## src/rtl/fnd_scan_mux.sv

```systemverilog
// fnd_scan_mux: time-multiplexed digit scanner for the multi-digit FND display.
// Selects one channel per scan slot, drives an active-low one-hot anode and the
// registered digit value. Channel data is snapshotted once per frame.
// Optional build macro FND_SCAN_DIM_EN adds a 3-bit 'bright' input that shortens
// the anode on-time within each slot.
module fnd_scan_mux #(
    parameter int unsigned NUM_CH   = 8,
    parameter int unsigned DATA_W   = 4,
    parameter int unsigned SCAN_DIV = 100000
) (
    input  logic                      clk,
    input  logic                      reset,
    input  logic                      en,
    input  logic [NUM_CH*DATA_W-1:0]  din,
    input  logic [NUM_CH-1:0]         blank_mask,
`ifdef FND_SCAN_DIM_EN
    input  logic [2:0]                bright,
`endif
    output logic [$clog2(NUM_CH)-1:0] sel,
    output logic [DATA_W-1:0]         dout,
    output logic [NUM_CH-1:0]         digit_an,
    output logic                      scan_tick
);

    localparam int unsigned SEL_W = $clog2(NUM_CH);
    localparam int unsigned CNT_W = $clog2(SCAN_DIV);
`ifdef FND_SCAN_DIM_EN
    localparam int unsigned PROD_W = CNT_W + 4;
`endif

    // ST_IDLE: not yet primed since reset; ST_SCAN: scanning frames
    typedef enum logic {
        ST_IDLE = 1'b0,
        ST_SCAN = 1'b1
    } state_t;

    state_t                         state_q, state_d;
    logic [CNT_W-1:0]               cnt_q, cnt_d;
    logic [SEL_W-1:0]               sel_q, sel_d;
    logic [DATA_W-1:0]              dout_q, dout_d;
    logic [NUM_CH-1:0]              an_q, an_d;
    logic                           tick_q, tick_d;
    logic [NUM_CH-1:0][DATA_W-1:0]  snap_q, snap_d;
    logic                           frame_start;
    logic                           dim_on;
`ifdef FND_SCAN_DIM_EN
    logic [PROD_W-1:0]              on_prod;
    logic [PROD_W-1:0]              on_lim;
`endif

    // State, divider, channel select, snapshot and output registers
    always_ff @(posedge clk or posedge reset) begin
        if (reset) begin
            state_q <= ST_IDLE;
            cnt_q   <= '0;
            sel_q   <= '0;
            dout_q  <= '0;
            an_q    <= '1;
            tick_q  <= 1'b0;
            snap_q  <= '0;
        end else begin
            state_q <= state_d;
            cnt_q   <= cnt_d;
            sel_q   <= sel_d;
            dout_q  <= dout_d;
            an_q    <= an_d;
            tick_q  <= tick_d;
            snap_q  <= snap_d;
        end
    end

    // Next-state: priming, slot advance, frame snapshot and anode decode
    always_comb begin
        state_d     = state_q;
        cnt_d       = cnt_q;
        sel_d       = sel_q;
        tick_d      = 1'b0;
        snap_d      = snap_q;
        frame_start = 1'b0;
        an_d        = '1;
        dim_on      = 1'b1;
`ifdef FND_SCAN_DIM_EN
        on_prod     = '0;
        on_lim      = '0;
`endif

        if (en) begin
            if (state_q == ST_IDLE) begin
                // first enabled cycle: load the frame, stay on slot 0, no tick
                state_d     = ST_SCAN;
                frame_start = 1'b1;
            end else if (cnt_q == CNT_W'(SCAN_DIV - 1)) begin
                cnt_d  = '0;
                tick_d = 1'b1;
                if (sel_q == SEL_W'(NUM_CH - 1)) begin
                    sel_d       = '0;
                    frame_start = 1'b1;
                end else begin
                    sel_d = sel_q + SEL_W'(1);
                end
            end else begin
                cnt_d = cnt_q + CNT_W'(1);
            end
        end

        if (frame_start) begin
            snap_d = din;
        end

        // snapshot loads on this same edge, so lane 0 comes straight from din
        dout_d = frame_start ? din[DATA_W-1:0] : snap_q[sel_d];

`ifdef FND_SCAN_DIM_EN
        on_prod = (PROD_W'(bright) + PROD_W'(1)) * PROD_W'(SCAN_DIV);
        on_lim  = on_prod >> 3;
        dim_on  = (PROD_W'(cnt_d) < on_lim);
`endif

        if (en && (state_d == ST_SCAN) && !blank_mask[sel_d] && dim_on) begin
            an_d[sel_d] = 1'b0;
        end
    end

    assign sel       = sel_q;
    assign dout      = dout_q;
    assign digit_an  = an_q;
    assign scan_tick = tick_q;

endmodule

```

## config.mk

```make
export PLATFORM = sky130hd
export DESIGN_NAME = fnd_scan_mux
export DESIGN_NICKNAME = d
export VERILOG_FILES = /design/src/rtl/fnd_scan_mux.sv
export SDC_FILE = /design/constraint.sdc
export NUM_CORES = 1
export LEC_CHECK = 0
export ABC_CLOCK_PERIOD_IN_PS = 4250
export CAP_MARGIN = 30
export CORE_UTILIZATION = 45
export DETAILED_ROUTE_END_ITERATION = 7
export PLACE_DENSITY_LB_ADDON = 0.2
export SLEW_MARGIN = 20
export SYNTH_ARGS = -nofsm -noshare
export SYNTH_HDL_FRONTEND = slang
export SYNTH_SLANG_ARGS = --single-unit
```

## constraint.sdc

```tcl
create_clock -name clk -period 4.25 [get_ports clk]
set_input_delay 1.275 -clock clk [delete_from_list [all_inputs] [get_ports clk]]
set_output_delay 1.275 -clock clk [all_outputs]
set_load 0.1 [all_outputs]
```

==> flow_summary_export.csv <==
group,metric,value,unit
die,die_w,89.9,um
clock_network,cts-htree-levels,3,
finish,n_antenna_cell,0,
finish,drive_gt1_share,12.9,%
global_route,grt_pass1_wl,14100,um
sta,max_slew.worst_pin.slew,969,ps
place,hpwl,6170,um
die,die-height,89.9,um
sta,post-route-min-period,3440,ps
sta,maxSlewViolCount,0,
synthesis,synth-async-reset-ratio,100,%
pwr,power.total,0.00138,W
routing,routed_wl,8350,um
synthesis,synth-edff-count,0,
place,gp_congestion,0.909,
setup_path,worstSetupEndpointType,"flip-flop",
clock_network,cts_tree,"done",
clock_network,cts_resized,0,
synthesis,yosysTopAreaCell,"dfrtp_1",
global_route,grt_util_all_layers,22.3,%
synthesis,yosys_register_bits,66,
sta,max_freq,0.291,GHz
sta,finalHoldViolCount,0,
setup_path,worstSetupPathType,"in -> reg",
synthesis,ys_dominant_reg_cell,"dfrtp_1",
die,ios,59,
synthesis,synth_top_area_share,41.7,%
sta,period_share,80.9,%
synthesis,netlist_instances,372,
clock_network,path_clk_slew,70,ps
global_route,grt_pass1_vias,2842,
place,port_buffers,58,
sta,skew,7.82,ps
synthesis,ys_seq_area_share,47.8,%
synthesis,synth.distinct_cells,55,
setup_path,worstPathMaxFanout,11,
flow_run,cap_violations,0,
setup_path,path_cells,"clkdlybuf4s50_1 > and4_1 > nand3_1 > nor3_1 > a21oi_1 > or3_1",
die,die_area,8090,sq um
global_route,grt_max_degree,45,
setup_path,worst_setup_path_start_kind,"primary input",
status,status,"completed",
setup_path,slowest_stage,"clkdlybuf4s50_1",
synthesis,yosys-top-cells-area,"dfrtp_1 42%, nand2_1 12%, dfstp_2 6.0%",
place,placed_cell_area,4110,sq um
finish,areaGrowthSynthToFinish,23.9,%
setup_path,cp.arrival,3710,ps
clock_network,cts.sinks,66,
global_route,overflow,0,
pwr,vdd_drop_max,188,uV
finish,n_fill_cell,671,
routing,vias,2957,
pwr,p_leak,1.96,nW
pwr,pwr_density_cell,319,nW/um^2
clock_network,cts_max_path_buffers,2,
sta,fin_tns_setup,0,ps
routing,dr.first_iter.drc_count,431,
clock_network,clk_latency,350,ps
routing,avgRoutedWirePerCell,15.6,um
sta,slew_headroom,35.2,%
global_route,antenna_found_initial,0,
die,rows,31,
die,coreArea,7370,sq um
clock_network,cts_made_buffers,9,
die,initial_core_util,47.2,%
synthesis,synth_area,3480,sq um
finish,design_area,4310,sq um
sta,rsz0062_at_grt,"false",
clock_network,root_buffer,"clkbuf_8",
routing,viasPerCell,5.54,
synthesis,syn-num-nets,418,
synthesis,synth_warnings,0,
clock_network,postCtsSetupRepairBufs,0,
setup_path,slowest_delay,690,ps
setup_path,required,4520,ps
finish,final_nets,476,
setup_path,ff2ff_path_depth,7,
routing,firstDrtPassIters,5,
routing,ant_nets,0,
sta,setup_viol,0,
synthesis,synth.avg_cell_area,9.35,sq um
clock_network,ctsHoldBuffers,0,
worst_hold_path,holdPathStages,2,
routing,drc,0,
worst_hold_path,min_path_type,"reg -> reg",
==> cell usage after synthesis, drive strengths merged, types with 5 or more instances <==
master / n
a21oi: 6
buf: 9
clkbuf: 10
dfrtp: 58
dfstp: 8
inv: 9
mux2i: 15
nand2: 113
nand3: 12
nand3b: 5
nand4: 10
nor2: 18
nor3: 5
o211ai: 5
o21ai: 26
xnor2: 7
xor2: 6
==> logic make-up (layout without fill, tap and decap cells) <==
family / after synthesis / after routing / synth area share (%)
and+or+nand+nor: 185 / 185 / 25.5
DFF: 66 / 66 / 47.8
AOI/OAI and AO/OA: 56 / 56 / 10.9
buffers and inverters: 28 / 91 / 4.31
muxes: 21 / 21 / 7.23
xor gates and xnor gates: 13 / 13 / 3.27
adders and majority gates: 3 / 3 / 1.08
==> power by group <==
| part | internal (W) | switching, W | total (W) |
|---|---|---|---|
| sequential | 0.000671 | 0.0000470 | 0.000718 |
| combinational | 0.0000809 | 0.0000803 | 0.000161 |
| clock | 0.000270 | 0.000227 | 0.000497 |
| total | 0.00102 | 0.000354 | 0.00138 |
==> metrics by stage <==
| stage | hold WS [ps] | util [%] | setup WS [ps] | cells |
|---|---|---|---|---|
| detailed placement | 468 | 55.8 | 529 | 517 |
| global route | 495 | 58.5 | 684 | 534 |
| floorplan | 437 | - | 1330 | 372 |
| global placement | 452 | 55.8 | 576 | 517 |
| CTS | 483 | 58.2 | 883 | 533 |
| finish | 478 | 58.5 | 810 | 534 |
==> placed cells by master (no fill, tap or decap), types with 4 or more instances in the layout <==
cell type        count
clkdlybuf4s50_1     55
dfstp_2              8
o211ai_1             5
buf_4               10
nand4_1             10
mux2i_1             15
xor2_1               6
o21ai_0             21
nor3_1               4
dfrtp_1             58
nand3b_1             5
xnor2_1              7
o32ai_1              4
nand2_1            112
a21oi_1              6
nor2_1              16
clkbuf_8             9
inv_1                8
nand3_1             12
clkbuf_1             4
==> worst max-delay path, delay by kind of cell <==
| family | cells | cell delay (ps) |
|---|---|---|
| AO/OA/AOI/OAI | 1 | 120 |
| AND/OR/NAND/NOR | 4 | 1610 |
| buffers and inverters | 1 | 690 |
==> per-layer routing <==
metal	wire length [um]	part of all wire [%]	track usage [%]	up-vias
met4	184	2.2	10.9	0
met1	3790	45	30.6	1424
met2	3910	47	33.8	106
met3	458	5.5	4.40	15
li1	-	-	-	1412
met5	0	0	0	-
==> flip-flops by register name, indices dropped and copies added (netlist names) <==
name,count
sel,3
snap_q,32
digit_an,8
state_q,1
dout,4
scan_tick,1
cnt_q,17
==> cell type report <==
cell class                      count  area, sq um  share of cell area [%]
Sequential cell                    66         1660                    38.5
Timing Repair Buffer               66          646                    15.0
Multi-Input combinational cell    278         1670                    38.7
Clock buffer                       13          139                    3.22
Inverter                            9         33.8                   0.784
Tap cell                           99          124                    2.87
Clock inverter                      3         40.0                   0.929
==> final timing paths <==
check / start / to / slack (ps)
max reg2reg: sel[1]$_DFF_PP0_ / digit_an[2]$_DFF_PP1_ / 1510
min in group asynchronous: reset / snap_q[5]$_DFFE_PP0P_ / 1180
max: en / digit_an[3]$_DFF_PP1_ / 810
min reg2reg: snap_q[0]$_DFFE_PP0P_ / snap_q[0]$_DFFE_PP0P_ / 480
min: snap_q[0]$_DFFE_PP0P_ / snap_q[0]$_DFFE_PP0P_ / 480
max in group asynchronous: reset / digit_an[5]$_DFF_PP1_ / 2330
No activity file was read; power rests on OpenSTA's default activity.
==> RTL edit 1, RTL diff (same flow settings) <==
The parameter `SCAN_DIV` goes from 100000 to 200000.
--- a/src/rtl/fnd_scan_mux.sv
+++ b/src/rtl/fnd_scan_mux.sv
@@ -8,3 +8,3 @@
     parameter int unsigned DATA_W   = 4,
-    parameter int unsigned SCAN_DIV = 100000
+    parameter int unsigned SCAN_DIV = 200000
 ) (
Behaviour: no difference found for any inputs over 10 cycles, from zero or initial values and one cycle with reset high; that may be too few to reach the edited logic, so the function may still have changed.
==> RTL edit 1 against the original RTL <==
Worst hold slack better by 0.021 ns; sequential cell count up 1; largest power group unchanged; via count down 23%; area after synthesis down 9.1%; highest routed layer unchanged; power up 12%; worst setup slack worse by 0.16 ns; non-clock buffer count up 1; final area down 4.4%; synthesized cell count down 27%; wire length down 24%.
==> RTL edit 1: results (changes against the original RTL) <==
ys async rst share: 1.00 (unchanged)
post-DR vias/cell: 5.17 (-6.6%)
Slew headroom: 0.335 (-0.0165)
drt initial violations: 88 (-80%)
Yosys cell types: 45 (-18%)
syn nets: 319 (-24%)
H-tree Lvls: 3 (unchanged)
Fillers: 585 (-13%)
HPWL Detailed: 4570 um (-26%)
share of layout cells above drive strength 1: 0.207 (+0.0788)
Largest Register: snap_q
maximum VDD drop: 0.199 mV (+6.0%)
crit-path max cell delay: 0.63 ns (-0.06 ns)
vias in the first global route: 2258 (-21%)
initial antenna violation count: 0 (unchanged)
WP data arrival: 3.87 ns (+0.16 ns)
later-pin clock latency in the skew report: 0.34 ns
Final Net Count: 388 (-18%)
aggregate global-route resource usage: 0.193 (-0.0294)
Pre-antenna DRT Iters: 4 (-1)
Post-CTS Hold Fix Bufs: 0 (unchanged)
Synth Area in Compound Gates: 0.0826 (-0.0263)
postcts setup bufs: 0 (unchanged)
CP max stage cell: clkdlybuf4s50_1
min-delay src: cnt_q[9]
ranking of synthesized cells by area: dfrtp_1 (47%), mux2_2 (12%), dfstp_2 (6.6%), mux2i_1 (5.4%), nand2_1 (2.5%)
synth warn: 0 (unchanged)
Resized Gates After CTS: 0 (unchanged)
CTS clk-pin slew, worst paths: 0.07 ns (about the same)
Port-buffer cells: 58 (unchanged)
wire length per cell: 14.2 um (-9.0%)
Seq/Total Area, Yosys: 0.533 (+0.0555)
multiplexer share of the synthesized area: 0.171 (+0.0989)
Synth Area in XOR/XNOR: 0.0332 (+0.000493)
placer's final routability congestion estimate: 0.845 (-7.0%)
Leak: 1.92 nW (-1.8%)
Top FF cell, synth: dfrtp_1
Crit path max-delay family: simple AND/OR/NAND/NOR gates
RR Startpoint: cnt_q[12]
crit path max fanout: 9 (-2)
first-pass GRT wire length: 10700 um (-24%)
largest net degree at the start of global routing: 41 (-8.9%)
worst hold path type: reg2reg
Setup Skew: 0.00890 ns (+0.00107 ns)
Worst setup startpoint: en
max reg flops: 32 (unchanged)
area share of fa/ha/maj cells after synthesis: 0.0119 (+0.00107)
most frequent cells after synthesis: dfrtp_1 (59), mux2_2 (33), nand2_1 (21)
CTS root buf: clkbuf_8
status: finished, final reports clean
## RTL edit 1: changes by cell type after synthesis, sizes merged, moves of 4 or more
cell    change
a31oi       +6
o21ai      -18
o211ai      -5
nand2      -91
nand2b      +7
buf         -7
nand4       -5
o22a        +8
o32ai       -4
nand3b      -4
mux2       +30
## RTL edit 1: worst paths after layout
| kind | to | slack (ns) | cells after the start |
|---|---|---|---|
| min in group asynchronous | cnt_q[10] | 1.24 | 2 |
| min reg2reg | cnt_q[9] | 0.50 | 1 |
| max in group asynchronous | snap_q[14] | 2.31 | 3 |
| max | digit_an[2] | 0.65 | 8 |
| max reg2reg | digit_an[2] | 1.44 | 7 |
| min | cnt_q[9] | 0.50 | 1 |
## RTL edit 1: power breakdown
part	internal, W	leakage [nW]	switching [W]
registers	0.000692	0.857	0.0000484
clock network	0.000392	0.115	0.000237
logic	0.0000938	0.951	0.0000839
total	0.00118	1.92	0.000369
## RTL edit 1: logic make-up (layout without fill, tap and decap cells)
group	Yosys count	count (layout)
flops	67	67
simple gates	88	88
compound gates	37	37
fa+ha+maj	3	3
buf+inv	16	90
mux	50	50
xor+xnor	12	12
## RTL edit 1: per-layer routing
metal / GRT usage / part of all wire
met1: 0.253 / 0.46
met2: 0.304 / 0.48
met3: 0.0404 / 0.044
met4: 0.100 / 0.022
met5: 0 / 0
## RTL edit 1: layout make-up
class / instances / area [sq um] / share of cell area
Tap cell: 96 / 120 / 0.0291
Timing Repair Buffer: 67 / 648 / 0.157
Clock inverter: 4 / 98.8 / 0.0240
Clock buffer: 12 / 135 / 0.0328
Multi-Input combinational cell: 190 / 1410 / 0.342
Sequential cell: 67 / 1690 / 0.409
Inverter: 7 / 26.3 / 0.00637
## RTL edit 1: through the flow
step           hold WS, ns  instance area (sq um)  cells  setup WS (ns)
2_1_floorplan        0.458                   3160    273          0.685
4_1_cts              0.501                   4120    443          0.687
3_5_place_dp         0.486                   3890    427          0.336
3_3_place_gp         0.486                   3890    427          0.372
6_report             0.499                   4120    443          0.648
5_1_grt              0.513                   4120    443          0.520
## RTL edit 1: worst register-to-register path, cell delays in order, from the launching register on
cell and delay [ns]:
dfrtp_1 0.44, nor4bb_1 0.55, nand4_1 0.20, nor2_1 0.19, mux2_2 0.40, a21bo_1 0.21
or4_1 0.54, or2_1 0.22
==> RTL edit 2, RTL diff (config.mk and constraints unchanged) <==
Made on the original files. Remove the register `an_q`: a continuous assignment takes its place, so the output `digit_an` follows one clock earlier.
--- a/src/rtl/fnd_scan_mux.sv
+++ b/src/rtl/fnd_scan_mux.sv
@@ -57,3 +57,2 @@
             dout_q  <= '0;
-            an_q    <= '1;
             tick_q  <= 1'b0;
@@ -65,3 +64,2 @@
             dout_q  <= dout_d;
-            an_q    <= an_d;
             tick_q  <= tick_d;
@@ -70,2 +68,4 @@
     end
+
+    assign an_q = an_d;
 
Behaviour: not the same (a bounded check fails within 4 cycles, from zero or initial values and one cycle with reset high).
==> RTL edit 2 against the original RTL <==
Non-clock buffer count rose by 19; wire length fell by 4.1%; first-iteration DRC count fell by 59%; area after synthesis fell by 0.47%; cell count fell by 4.7%; power rose by 0.54%; worst setup slack got worse by 0.70 ns; sequential share of layout area fell by 6.3 points; combinational power rose by 25%; final area rose by 4.4%; sequential cell count fell by 8; critical path type is now in2out.
==> RTL edit 2: results (changes against the original RTL) <==
Post-DP Area: 0.00428 sq mm (+4.1%)
Fillers: 606 (-9.7%)
Hold Path Cell Cnt: 1 (-1)
most frequent cells after synthesis: dfrtp_1 (58), nand3_1 (35), mux2_2 (29)
P_sw: 0.000359 W (+1.5%)
syn nets: 379 (-9.3%)
fin util: 0.614 (+0.0287)
via count: 2883 (-2.5%)
placer's final routability congestion estimate: 0.780 (-14%)
worst hold path type: reg2reg
FF-to-FF setup slack: 1.67 ns (+0.16 ns)
Mean Syn Cell Area: 10.4 sq um (+11%)
vias in the first global route: 2825 (-0.60%)
WHS Endpoint: cnt_q[11]
Logic pwr share: 0.146 (+0.029)
ranking of synthesized cells by area: dfrtp_1 (42%), mux2_2 (9.4%), nand3_1 (5.1%), nand4_1 (4.5%), o21ai_0 (3.8%)
final period utilization: 0.975 (+0.166)
Layout Cells excl Fill: 509 (-4.7%)
Pre-antenna DRT Iters: 5 (unchanged)
worst setup path endpoint: digit_an[6]
status: finished, final reports clean
Final Net Count: 452 (-5.0%)
worst-margin pin slew: 0.969 ns (-0.000126 ns)
share of layout cells above drive strength 1: 0.261 (+0.132)
placed cell count: 492 (-4.8%)
ANT cells: 0 (unchanged)
Setup Skew: 0.00977 ns (+0.00195 ns)
wire length per cell: 15.7 um (+0.65%)
reg2reg path depth: 6 (-1)
crit path max fanout: 6 (-5)
maximum VDD drop: 0.223 mV (+19%)
min-delay src: cnt_q[11]
RR Startpoint: cnt_q[6]
r2r endpoint: snap_q[3]
WP data arrival: 2.87 ns (-0.84 ns)
Seq/Total Area, Yosys: 0.419 (-0.0585)
Yosys cell types: 51 (-7.3%)
first-pass GRT wire length: 14000 um (-1.2%)
aggregate global-route resource usage: 0.217 (-0.00512)
largest net degree at the start of global routing: 41 (-8.9%)
ys async rst share: 1.00 (unchanged)
Seq pwr share: 0.476 (-0.046)
Place WS: -0.294 ns (-0.823 ns)
drt initial violations: 175 (-59%)
HPWL Detailed: 5800 um (-6.0%)
==> RTL edit 2: metrics by stage <==
stage               power, W  hold WS (ns)  TNS [ns]
detailed placement  0.000865         0.503     -2.20
global placement    0.000858         0.492     -1.86
global route         0.00145         0.537         0
floorplan           0.000776         0.475     -2.58
finish               0.00138         0.509         0
CTS                  0.00139         0.514         0
==> RTL edit 2: cells by family (layout without fill, tap and decap cells) <==
group | Yosys count | after routing | synth area share
mux | 38 | 38 | 0.125
buf+inv | 29 | 106 | 0.0535
fa+ha+maj | 3 | 3 | 0.0108
compound gates | 59 | 59 | 0.134
xor+xnor | 14 | 14 | 0.0354
simple gates | 132 | 132 | 0.222
flops | 58 | 58 | 0.419
==> RTL edit 2: layer usage <==
layer | global-route usage | up-vias | wire, um
met5 | 0 | - | 0
met4 | 0.0601 | 0 | 76
met3 | 0.0609 | 6 | 458
met2 | 0.338 | 93 | 3710
met1 | 0.297 | 1399 | 3760
li1 | - | 1385 | -
==> RTL edit 2: cell type report <==
type / count / share of cell area
Clock buffer: 13 / 0.0375
Clock inverter: 2 / 0.00779
Inverter: 6 / 0.00501
Multi-Input combinational cell: 246 / 0.409
Sequential cell: 58 / 0.323
Tap cell: 99 / 0.0275
Timing Repair Buffer: 85 / 0.190
==> RTL edit 2: repair_timing <==
| action | CTS | global route |
|---|---|---|
| resized for setup | 3 | 2 |
| hold buffers | 0 | 0 |
| pin swaps | 2 | 4 |
| setup buffers | 1 | 1 |
| endpoints found under the setup margin | 8 | 8 |
==> RTL edit 2: critical path: stages <==
cell and delay [ns]:
buf_2 0.11, nand3_4 0.10, or2_4 0.31, o21ai_2 0.17, and2_4 0.18, inv_2 0.06, a221oi_4 0.24, nand4_1 0.20
buf_12 0.22
